--- src/rtl/ex_md_stage_if.sv ---
// Execute/multiply-divide stage bus: upstream capture inputs, downstream handoff and decode forward path.
// master drives the stage inputs, slave is the stage itself.
interface ex_md_stage_if #(
   parameter int DATA_LEN = 32
);
   logic                ds_valid_i;
   logic                es_allowin_o;
   logic                md_en_i;
   logic [2:0]          md_op_i;
   logic [DATA_LEN-1:0] src1_i;
   logic [DATA_LEN-1:0] src2_i;
   logic [DATA_LEN-1:0] byp_i;
   logic                wd_i;
   logic [4:0]          wreg_i;
   logic                flush_i;
   logic                ms_allowin_i;
   logic                es_to_ms_valid_o;
   logic [DATA_LEN-1:0] result_o;
   logic                wd_o;
   logic [4:0]          wreg_o;
   logic                fwd_valid_o;
   logic                fwd_stall_o;
   logic [DATA_LEN-1:0] fwd_data_o;

   modport master (
      output ds_valid_i, md_en_i, md_op_i, src1_i, src2_i, byp_i, wd_i, wreg_i,
             flush_i, ms_allowin_i,
      input  es_allowin_o, es_to_ms_valid_o, result_o, wd_o, wreg_o,
             fwd_valid_o, fwd_stall_o, fwd_data_o
   );

   modport slave (
      input  ds_valid_i, md_en_i, md_op_i, src1_i, src2_i, byp_i, wd_i, wreg_i,
             flush_i, ms_allowin_i,
      output es_allowin_o, es_to_ms_valid_o, result_o, wd_o, wreg_o,
             fwd_valid_o, fwd_stall_o, fwd_data_o
   );
endinterface

--- src/rtl/ex_md_stage.sv ---
// Execute stage with iterative RV M-extension unit; non-MD results ready 1 cycle after capture, MUL/DIV after DATA_LEN cycles.
// Backpressure: es_allowin_o drops while iterating or while a result waits on ms_allowin_i; outputs hold until handoff.
module ex_md_stage #(
   parameter int DATA_LEN = 32,
   parameter int CNT_W    = 6
) (
   input logic         clock,
   input logic         reset,
   ex_md_stage_if.slave md
);
   localparam int N = DATA_LEN;

   typedef enum logic [1:0] {IDLE, BUSY, DONE} state_t;

   state_t           state;
   logic             es_valid;
   logic [CNT_W-1:0] cnt;
   logic             md_r;
   logic [2:0]       op_r;
   logic             wd_r;
   logic [4:0]       wreg_r;
   logic [N-1:0]     res_r;
   logic [N-1:0]     hi;
   logic [N-1:0]     lo;
   logic [N-1:0]     b;
   logic             neg_q;
   logic             neg_r;

   logic ready_go, es_allowin, capture, handoff;

   assign ready_go   = !md_r || (state != BUSY);
   assign es_allowin = !es_valid || (ready_go && md.ms_allowin_i);
   assign capture    = md.ds_valid_i && es_allowin && !md.flush_i;
   assign handoff    = es_valid && ready_go && md.ms_allowin_i;

   // Operand decode: iterate on magnitudes, remember result signs.
   logic         is_div, sgn1, sgn2, neg1, neg2, div_zero, div_ovf;
   logic [N-1:0] mag1, mag2, spec_res;

   assign is_div   = md.md_op_i[2];
   assign sgn1     = is_div ? !md.md_op_i[0] : (md.md_op_i == 3'd1 || md.md_op_i == 3'd2);
   assign sgn2     = is_div ? !md.md_op_i[0] : (md.md_op_i == 3'd1);
   assign neg1     = sgn1 && md.src1_i[N-1];
   assign neg2     = sgn2 && md.src2_i[N-1];
   assign mag1     = neg1 ? -md.src1_i : md.src1_i;
   assign mag2     = neg2 ? -md.src2_i : md.src2_i;
   assign div_zero = is_div && (md.src2_i == '0);
   assign div_ovf  = is_div && !md.md_op_i[0] && (md.src1_i == {1'b1, {(N-1){1'b0}}})
                     && (md.src2_i == '1);
   assign spec_res = div_zero ? (md.md_op_i[1] ? md.src1_i : '1)
                              : (md.md_op_i[1] ? '0 : md.src1_i);

   // One iteration: shift-add for multiply, restoring step for divide.
   logic [N:0]     mul_sum, div_sh, div_diff;
   logic [N-1:0]   step_hi, step_lo, q_s, r_s, fin;
   logic [2*N-1:0] prod, prod_s;

   always_comb begin
      mul_sum  = {1'b0, hi} + (lo[0] ? {1'b0, b} : '0);
      div_sh   = {hi, lo[N-1]};
      div_diff = div_sh - {1'b0, b};
      step_hi  = mul_sum[N:1];
      step_lo  = {mul_sum[0], lo[N-1:1]};
      if (op_r[2]) begin
         if (!div_diff[N]) begin
            step_hi = div_diff[N-1:0];
            step_lo = {lo[N-2:0], 1'b1};
         end else begin
            step_hi = div_sh[N-1:0];
            step_lo = {lo[N-2:0], 1'b0};
         end
      end
      prod   = {step_hi, step_lo};
      prod_s = neg_q ? -prod : prod;
      q_s    = neg_q ? -step_lo : step_lo;
      r_s    = neg_r ? -step_hi : step_hi;
      case (op_r)
         3'd0:                fin = prod_s[N-1:0];
         3'd1, 3'd2, 3'd3:    fin = prod_s[2*N-1:N];
         3'd4, 3'd5:          fin = q_s;
         default:             fin = r_s;
      endcase
   end

   always_ff @(posedge clock) begin
      if (reset) begin
         state    <= IDLE;
         es_valid <= 1'b0;
         cnt      <= '0;
         md_r     <= 1'b0;
         op_r     <= '0;
         wd_r     <= 1'b0;
         wreg_r   <= '0;
         res_r    <= '0;
         hi       <= '0;
         lo       <= '0;
         b        <= '0;
         neg_q    <= 1'b0;
         neg_r    <= 1'b0;
      end else if (md.flush_i) begin
         es_valid <= 1'b0;
         state    <= IDLE;
         cnt      <= '0;
      end else begin
         if (es_allowin)
            es_valid <= md.ds_valid_i;
         if (capture) begin
            md_r   <= md.md_en_i;
            op_r   <= md.md_op_i;
            wd_r   <= md.wd_i;
            wreg_r <= md.wreg_i;
            hi     <= '0;
            lo     <= is_div ? mag1 : mag2;
            b      <= is_div ? mag2 : mag1;
            neg_q  <= neg1 ^ neg2;
            neg_r  <= neg1;
            cnt    <= '0;
            if (!md.md_en_i) begin
               res_r <= md.byp_i;
               state <= IDLE;
            end else if (div_zero || div_ovf) begin
               res_r <= spec_res;
               state <= DONE;
            end else begin
               state <= BUSY;
               cnt   <= CNT_W'(N);
            end
         end else begin
            case (state)
               BUSY: begin
                  hi  <= step_hi;
                  lo  <= step_lo;
                  cnt <= cnt - CNT_W'(1);
                  if (cnt == CNT_W'(1)) begin
                     res_r <= fin;
                     state <= DONE;
                  end
               end
               DONE: if (handoff) state <= IDLE;
               default: ;
            endcase
         end
      end
   end

   assign md.es_allowin_o     = es_allowin;
   assign md.es_to_ms_valid_o = es_valid && ready_go;
   assign md.result_o         = res_r;
   assign md.wd_o             = wd_r;
   assign md.wreg_o           = wreg_r;
   assign md.fwd_valid_o      = es_valid && wd_r && (wreg_r != 5'd0) && ready_go;
   assign md.fwd_stall_o      = es_valid && wd_r && (wreg_r != 5'd0) && !ready_go;
   assign md.fwd_data_o       = res_r;
endmodule

--- src/flat_wrapper.sv ---
// flat-port wrapper written by rule: the top's interface ports become plain ports
module ex_md_stage_flat 
#(
   parameter int DATA_LEN = 32,
   parameter int CNT_W    = 6
)
  (clock, reset, md_ds_valid_i, md_md_en_i, md_md_op_i, md_src1_i, md_src2_i, md_byp_i, md_wd_i, md_wreg_i, md_flush_i, md_ms_allowin_i, md_es_allowin_o, md_es_to_ms_valid_o, md_result_o, md_wd_o, md_wreg_o, md_fwd_valid_o, md_fwd_stall_o, md_fwd_data_o);
  ex_md_stage_if #(.DATA_LEN(DATA_LEN)) md_i ();
  input logic clock;
  input logic reset;
  input wire logic [$bits(md_i.ds_valid_i)-1:0] md_ds_valid_i;
  input wire logic [$bits(md_i.md_en_i)-1:0] md_md_en_i;
  input wire logic [$bits(md_i.md_op_i)-1:0] md_md_op_i;
  input wire logic [$bits(md_i.src1_i)-1:0] md_src1_i;
  input wire logic [$bits(md_i.src2_i)-1:0] md_src2_i;
  input wire logic [$bits(md_i.byp_i)-1:0] md_byp_i;
  input wire logic [$bits(md_i.wd_i)-1:0] md_wd_i;
  input wire logic [$bits(md_i.wreg_i)-1:0] md_wreg_i;
  input wire logic [$bits(md_i.flush_i)-1:0] md_flush_i;
  input wire logic [$bits(md_i.ms_allowin_i)-1:0] md_ms_allowin_i;
  output wire logic [$bits(md_i.es_allowin_o)-1:0] md_es_allowin_o;
  output wire logic [$bits(md_i.es_to_ms_valid_o)-1:0] md_es_to_ms_valid_o;
  output wire logic [$bits(md_i.result_o)-1:0] md_result_o;
  output wire logic [$bits(md_i.wd_o)-1:0] md_wd_o;
  output wire logic [$bits(md_i.wreg_o)-1:0] md_wreg_o;
  output wire logic [$bits(md_i.fwd_valid_o)-1:0] md_fwd_valid_o;
  output wire logic [$bits(md_i.fwd_stall_o)-1:0] md_fwd_stall_o;
  output wire logic [$bits(md_i.fwd_data_o)-1:0] md_fwd_data_o;
  assign md_i.ds_valid_i = md_ds_valid_i;
  assign md_i.md_en_i = md_md_en_i;
  assign md_i.md_op_i = md_md_op_i;
  assign md_i.src1_i = md_src1_i;
  assign md_i.src2_i = md_src2_i;
  assign md_i.byp_i = md_byp_i;
  assign md_i.wd_i = md_wd_i;
  assign md_i.wreg_i = md_wreg_i;
  assign md_i.flush_i = md_flush_i;
  assign md_i.ms_allowin_i = md_ms_allowin_i;
  assign md_es_allowin_o = md_i.es_allowin_o;
  assign md_es_to_ms_valid_o = md_i.es_to_ms_valid_o;
  assign md_result_o = md_i.result_o;
  assign md_wd_o = md_i.wd_o;
  assign md_wreg_o = md_i.wreg_o;
  assign md_fwd_valid_o = md_i.fwd_valid_o;
  assign md_fwd_stall_o = md_i.fwd_stall_o;
  assign md_fwd_data_o = md_i.fwd_data_o;
  ex_md_stage #(.DATA_LEN(DATA_LEN), .CNT_W(CNT_W)) u_core (.clock(clock), .reset(reset), .md(md_i));
endmodule
--- config.mk ---
export PLATFORM = sky130hd
export DESIGN_NAME = ex_md_stage_flat
export DESIGN_NICKNAME = d
export VERILOG_FILES = /design/src/rtl/ex_md_stage_if.sv /design/src/rtl/ex_md_stage.sv /design/src/flat_wrapper.sv
export SDC_FILE = /design/constraint.sdc
export NUM_CORES = 1
export LEC_CHECK = 0
export CORE_MARGIN = 8
export CORE_UTILIZATION = 30
export CTS_BUF_LIST = sky130_fd_sc_hd__clkbuf_8
export DETAILED_ROUTE_END_ITERATION = 7
export PLACE_DENSITY = 0.46
export SYNTH_ARGS = -nofsm -noshare
export SYNTH_HDL_FRONTEND = slang
export SYNTH_SLANG_ARGS = --single-unit
--- constraint.sdc ---
create_clock -name clock -period 9.3 [get_ports clock]
set_input_delay 1.86 -clock clock [delete_from_list [all_inputs] [get_ports clock]]
set_output_delay 1.86 -clock clock [all_outputs]
set_load 0.005 [all_outputs]
# --- Word level (Yosys, flattened, before mapping) ---
# Cells that the tools add are included.
# W data, S select, Z words.
word_totals:
  register_bits: 149
classes:
  add_sub_neg: 8
  eq_ne: 16
  n_mux: 37
  bitwise: 2
  n_reduce_logical: 37
ops:
  columns: ["op", "count"]
  rows:
  - ["$mux W32", 22]
  - ["$neg A32 Y32", 4]
  - ["$pmux W32 S3", 1]
  - ["$eq A32 B32 Y1 const B", 2]
  - ["$mux W64", 1]
  - ["$neg A64 Y64", 1]
  - ["$add A32 B33 Y33", 1]
  - ["$sub A33 B32 Y33", 1]
  - ["$logic_not A32 Y1", 1]
  - ["$mux W6", 4]
  - ["$logic_and A1 B1 Y1", 15]
  - ["$mux W2", 5]
  - ["$eq A3 B2 Y1 const B", 3]
  - ["$eq A3 B1 Y1 const B", 2]
  - ["$eq A3 B3 Y1 const B", 2]
  - ["$eq A6 B1 Y1 const B", 1]
  - ["$ne A3 B1 Y1 const B", 2]
  - ["$sub A6 B1 Y6 const B", 1]
  - ["$logic_not A1 Y1", 5]
  - ["$reduce_bool A5 Y1", 1]
  - ["$logic_or A1 B1 Y1", 4]
  - ["$pmux W2 S2", 1]
  - ["$reduce_and A2 Y1", 2]
  - ["$reduce_and A4 Y1", 1]
  - ["13 further kinds", 17]

# --- Logic depth before layout (Yosys ltp) ---
logic_depth:
  depth_word: 9
  ltp_mapped: 24

# --- Worst setup path after synthesis ---
# OpenSTA, ideal clock, no wires.
synth_path:
  path_type: "reg-to-reg"
  startpoint: "register u_core.lo[31]"
  endpoint: "register u_core.res_r[28] (netlist: u_core.md.fwd_data_o[28])"
  t_arrival_ns: 5.170
  t_required_ns: 9.181
  slack_ns: 4.011
  stages_incl_launch_ff: 23
  path_buffers: 2
  synth_period_minus_slack_ns: 5.289
  cell_sequence: "dfxtp_1 inv_1 ha_1 fa_1 nand2b_1 a21o_1 a31o_4 a21boi_4 o21ai_1 nand2_1 clkbuf_1 buf_1 o21ai_0 mux2_2 inv_1 ha_1 or4b_1 nor4b_2 o211ai_1 or4_1 a21o_1 o21ai_0 a21oi_1"
synth_between:
  elab_chain_cells: 9
synth_lines:
  columns: ["item", "line", "source"]
  rows:
  - ["from (decl)", "ex_md_stage.sv:24", "logic [N-1:0] lo;"]
  - ["from (signal assigned)", "ex_md_stage.sv:113", "lo <= is_div ? mag1 : mag2;"]
  - ["from (signal assigned)", "ex_md_stage.sv:132", "lo <= step_lo;"]
  - ["$sub A33 B32 Y33", "ex_md_stage.sv:61", "div_diff = div_sh - {1'b0, b};"]
  - ["$mux W1 or $mux W32 (tied branches)", "ex_md_stage.sv:65", "if (!div_diff[N]) begin"]
  - ["$mux W32", "ex_md_stage.sv:64", "if (op_r[2]) begin"]
  - ["$neg A64 Y64, or another cell as far along", "ex_md_stage.sv:74", "prod_s = neg_q ? -prod : prod;"]
  - ["$mux W64, or another cell as far along", "ex_md_stage.sv:74", null]
  - ["$pmux W32 S3 (*)", "ex_md_stage.sv:77", "case (op_r)"]
  - ["$mux W32 (*)", "ex_md_stage.sv:134", "if (cnt == CNT_W'(1)) begin"]
  - ["$mux W32 (*)", "ex_md_stage.sv:129", "case (state)"]
  - ["$mux W32 (*)", "ex_md_stage.sv:107", "if (capture) begin"]
  - ["to (signal assigned)", "ex_md_stage.sv:119", "res_r <= md.byp_i;"]
  - ["to (signal assigned)", "ex_md_stage.sv:122", "res_r <= spec_res;"]
  - ["to (signal assigned)", "ex_md_stage.sv:135", "res_r <= fin;"]
  - ["to (decl)", "ex_md_stage.sv:22", "logic [N-1:0] res_r;"]
# Mark *: on every way between the ends. The rest lies on a longest branch, timed or not. The select of a mux whose other input is x is not followed.
# A chain may end at the register's enable or synchronous reset.

# --- Final worst setup path ---
layout_path:
  startpoint: "register u_core.hi[8]"
  endpoint: "register u_core.res_r[26] (netlist: u_core.md.fwd_data_o[26])"
layout_between:
  elab_chain_cells: 9
layout_lines:
  columns: ["item", "line", "source"]
  rows:
  - ["from (decl)", "ex_md_stage.sv:23", "logic [N-1:0] hi;"]
  - ["from (signal assigned)", "ex_md_stage.sv:131", "hi <= step_hi;"]
  - ["$sub A33 B32 Y33", "ex_md_stage.sv:61", null]
  - ["$mux W1 or $mux W32 (tied branches)", "ex_md_stage.sv:65", null]
  - ["$mux W32", "ex_md_stage.sv:64", null]
  - ["$neg A64 Y64, or another cell as far along", "ex_md_stage.sv:74", null]
  - ["$mux W64, or another cell as far along", "ex_md_stage.sv:74", null]
  - ["$pmux W32 S3 (*)", "ex_md_stage.sv:77", null]
  - ["$mux W32 (*)", "ex_md_stage.sv:134", null]
  - ["$mux W32 (*)", "ex_md_stage.sv:129", null]
  - ["$mux W32 (*)", "ex_md_stage.sv:107", null]
# Marked as above.

==> flow_summary_export.csv <==
group,metric,value,unit
synthesis,synthAdderAreaFrac,0.0562,
sta,slew_violations,0,
place,gp_congestion,0.954,
sta,finalSetupTns,0,ns
synthesis,synthSimpleGateAreaFrac,0.248,
final_layout,design_area,0.0196,mm^2
floorplan,die_w,254,um
worst_setup_path,cp.arrival,7.18,ns
pwr,sw_frac_of_total,0.427,
synthesis,syn_nets,2652,
floorplan,die-area,0.0644,mm^2
sta,tightest_slew,1.28,ns
worst_setup_path,startpoint_type,"flop",
floorplan,start_util,0.302,
sta,slew_headroom,0.145,
drt,via_per_inst,5.90,
sta,final-setup-viol-count,0,
worst_setup_path,cp_cell_sequence,"ha_1 > a21oi_1 > o211a_1 > o21ai_0 > o21ai_1 > nand2b_1 > nand2_1 > o21ai_0 > mux2_2 > inv_1 > ha_1 > or4b_1 > nor4b_2 > nand2_1 > nor2_1 > a21oi_1 > nor4b_1 > o41ai_1",
drt,wl_per_cell,26.2,um
pwr,power_density,112,mW/mm^2
status,status,"finished, final reports clean",
synthesis,synth_xor_area_frac,0.0882,
synthesis,synth_cell_types,87,
global_route,grt_pass1_wl,124000,um
worst_setup_path,cp_slowest_cell,"nand2_1",
global_route,grt_pass1_vias,18200,
place,numPortBuffers,184,
synthesis,synth-compound-area-share,0.317,
sta,fin_ws,2.52,ns
global_route,gr-total-overflow,0,
drt,ant_nets,0,
floorplan,coreArea,0.0562,mm^2
synthesis,synthCells,2466,
floorplan,ios,185,
sta,hold_viol_final,0,
pwr,p_clk_frac,0.271,
sta,rsz0062_at_grt,"false",
floorplan,die_h,254,um
final_layout,final_common_cell,"nand2_1",
synthesis,synth.area.mux_share,0.0451,
clock_tree,cts_buffers,17,
pwr,p_leak,7.14,nW
clock_tree,htreeDepth,4,
place,hpwl,68200,um
global_route,grt_max_degree,90,
synthesis,async_reset_ff_frac,0,
final_layout,area_growth_syn_to_layout,15.2,%
run,cap_violations,0,
clock_tree,cts_tree,"done",
sta,hold_ws,0.466,ns
worst_setup_path,slowest_delay,0.87,ns
clock_tree,post_cts_resized,0,
clock_tree,ctsHoldBuffers,0,
synthesis,synth-main-ff-cell,"dfxtp_1",
pwr,switchingPower,0.000938,W
pwr,peakVddDrop,93.4,uV
synthesis,synth_seq_cells,149,
final_layout,fillers,6101,
worst_setup_path,cp_max_fo,20,
final_layout,layout_common_cells,"nand2_1, nor2_1, a21oi_1",
clock_tree,clk_path_buf_depth,2,
synthesis,yosys_warnings,0,
sta,max_clock_freq,0.147,GHz
synthesis,netlist_area,0.0170,mm^2
clock_tree,clk_pin_slew_worst_paths,0.10,ns
pwr,p_comb_frac,0.411,
floorplan,num_rows,87,
sta,min_period,6.78,ns
sta,period_share,0.729,
clock_tree,post_cts_buffers,0,
synthesis,synth_top_family_by_area,"compound AO/OA/AOI/OAI gates",
place,place_area,0.0191,mm^2
min_path,hp-class,"flop to flop",
synthesis,synth-edff-count,0,
synthesis,syn_avg_cell_area,6.88,um^2
global_route,antenna_found_initial,2,
clock_tree,worstSkewPairLatency,0.54,ns
drt,drc,0,
synthesis,seq_area_frac_synth,0.176,
pwr,p_int,0.00126,W
global_route,groute.usage.overall,0.258,
clock_tree,cts-root-buf,"clkbuf_8",
worst_setup_path,critPathCaptureType,"flop",
worst_setup_path,critPathKind,"flop to flop",
drt,vias,19300,
drt,drt_iter0_drc,1891,
place,dp_slack,2.77,ns
drt,wirelength,85600,um
pwr,seq_power_share,0.317,
worst_setup_path,crit_required,9.70,ns
drt,first_pass_iters,8,
final_layout,layout.nets,2684,
clock_tree,cts_sinks,149,
final_layout,drive_above_1_share,0.0466,
sta,clock_skew,0.0156,ns
[critical path: cells and delay by family (launching register included)]
kind	cells	cell delay [ns]
buffers and inverters	1	0.10
flip-flops	1	0.50
AND/OR/NAND/NOR	7	3.51
AO/OA/AOI/OAI	7	1.59
multiplexers	1	0.32
adder cells (fa/ha/maj)	2	0.62
[cell families (layout without fill, tap and decap cells)]
family                   count (synthesis)  after routing
XOR/XNOR                               171            171
multiplexers                            75             75
AND/OR/NAND/NOR                        888            888
buffers and inverters                  278            323
other                                    0              1
flip-flops                             149            149
adder cells (fa/ha/maj)                 75             75
AO/OA/AOI/OAI                          830            830
[cells in the mapped netlist (18+ instances only)]
| library cell | instances | area share |
|---|---|---|
| and2_1 | 40 | 0.015 |
| dfxtp_1 | 149 | 0.18 |
| nor3_1 | 55 | 0.016 |
| o211ai_1 | 69 | 0.031 |
| nor4_1 | 18 | 0.0066 |
| a22oi_1 | 34 | 0.015 |
| a21oi_1 | 231 | 0.068 |
| xor2_1 | 69 | 0.036 |
| o31ai_1 | 28 | 0.012 |
| nand3_1 | 38 | 0.011 |
| xnor2_1 | 102 | 0.053 |
| buf_4 | 32 | 0.014 |
| a31oi_1 | 35 | 0.013 |
| nand4_1 | 32 | 0.012 |
| a211oi_1 | 52 | 0.023 |
| inv_1 | 72 | 0.016 |
| clkbuf_1 | 144 | 0.032 |
| o21ai_0 | 170 | 0.050 |
| ha_1 | 73 | 0.054 |
| a21o_1 | 37 | 0.016 |
| or3_1 | 20 | 0.0074 |
| nor2b_1 | 20 | 0.0074 |
| nor2_1 | 278 | 0.061 |
| mux2i_1 | 63 | 0.037 |
| nand2_1 | 279 | 0.062 |
[path summary, 6_finish.rpt]
kind	start	endpoint	slack, ns	depth (start not counted)
max reg2reg	u_core.hi[8]	u_core.md.fwd_data_o[26]	2.52	18
min reg2reg	u_core.b[17]	u_core.b[17]	0.47	2
min	u_core.b[17]	u_core.b[17]	0.47	2
max	u_core.hi[8]	u_core.md.fwd_data_o[26]	2.52	18
[power by group through the flow]
stage	registers, W	clock network (W)	logic, W
after detailed placement	0.000712	0	0.000888
after floorplan	0.000695	0	0.000537
final	0.000697	0.000596	0.000904
after CTS	0.000697	0.000607	0.000892
after global placement	0.000710	0	0.000892
after global routing	0.000702	0.000628	0.000967
[per-stage QoR]
stage	std cells	util	total power [W]
after detailed placement	3235	0.341	0.00160
after CTS	3267	0.348	0.00220
final	3268	0.348	0.00220
after global placement	3235	0.341	0.00160
after floorplan	2466	-	0.00123
after global routing	3268	0.348	0.00230
[routing by layer]
layer	up-vias	global-route usage	wire [um]
met5	-	0	0
met4	0	0.0876	2790
met3	116	0.0323	4920
met2	728	0.432	41000
met1	9392	0.338	37000
li1	9043	-	-
[final cells by class]
cell class / count / area (um^2) / share of cell area
tap: 756 / 946 / 0.0484
sequential: 149 / 2990 / 0.153
clock buffer: 17 / 234 / 0.0120
clock inverter: 15 / 189 / 0.00966
timing repair buffer: 216 / 2070 / 0.106
multi-input combinational: 2039 / 12800 / 0.657
inverter: 75 / 282 / 0.0144
antenna: 1 / 2.50 / 0.000128
[state kept, by name, indices dropped and copies added (netlist names)]
name / cells
u_core.b: 32
u_core.cnt: 6
u_core.es_valid: 1
u_core.hi: 32
u_core.lo: 32
u_core.md.fwd_data_o: 32
u_core.md.wd_o: 1
u_core.md.wreg_o: 5
u_core.md_r: 1
u_core.neg_q: 1
u_core.neg_r: 1
u_core.op_r: 3
u_core.state: 2
Note: power is estimated with default switching activity, not from simulation.
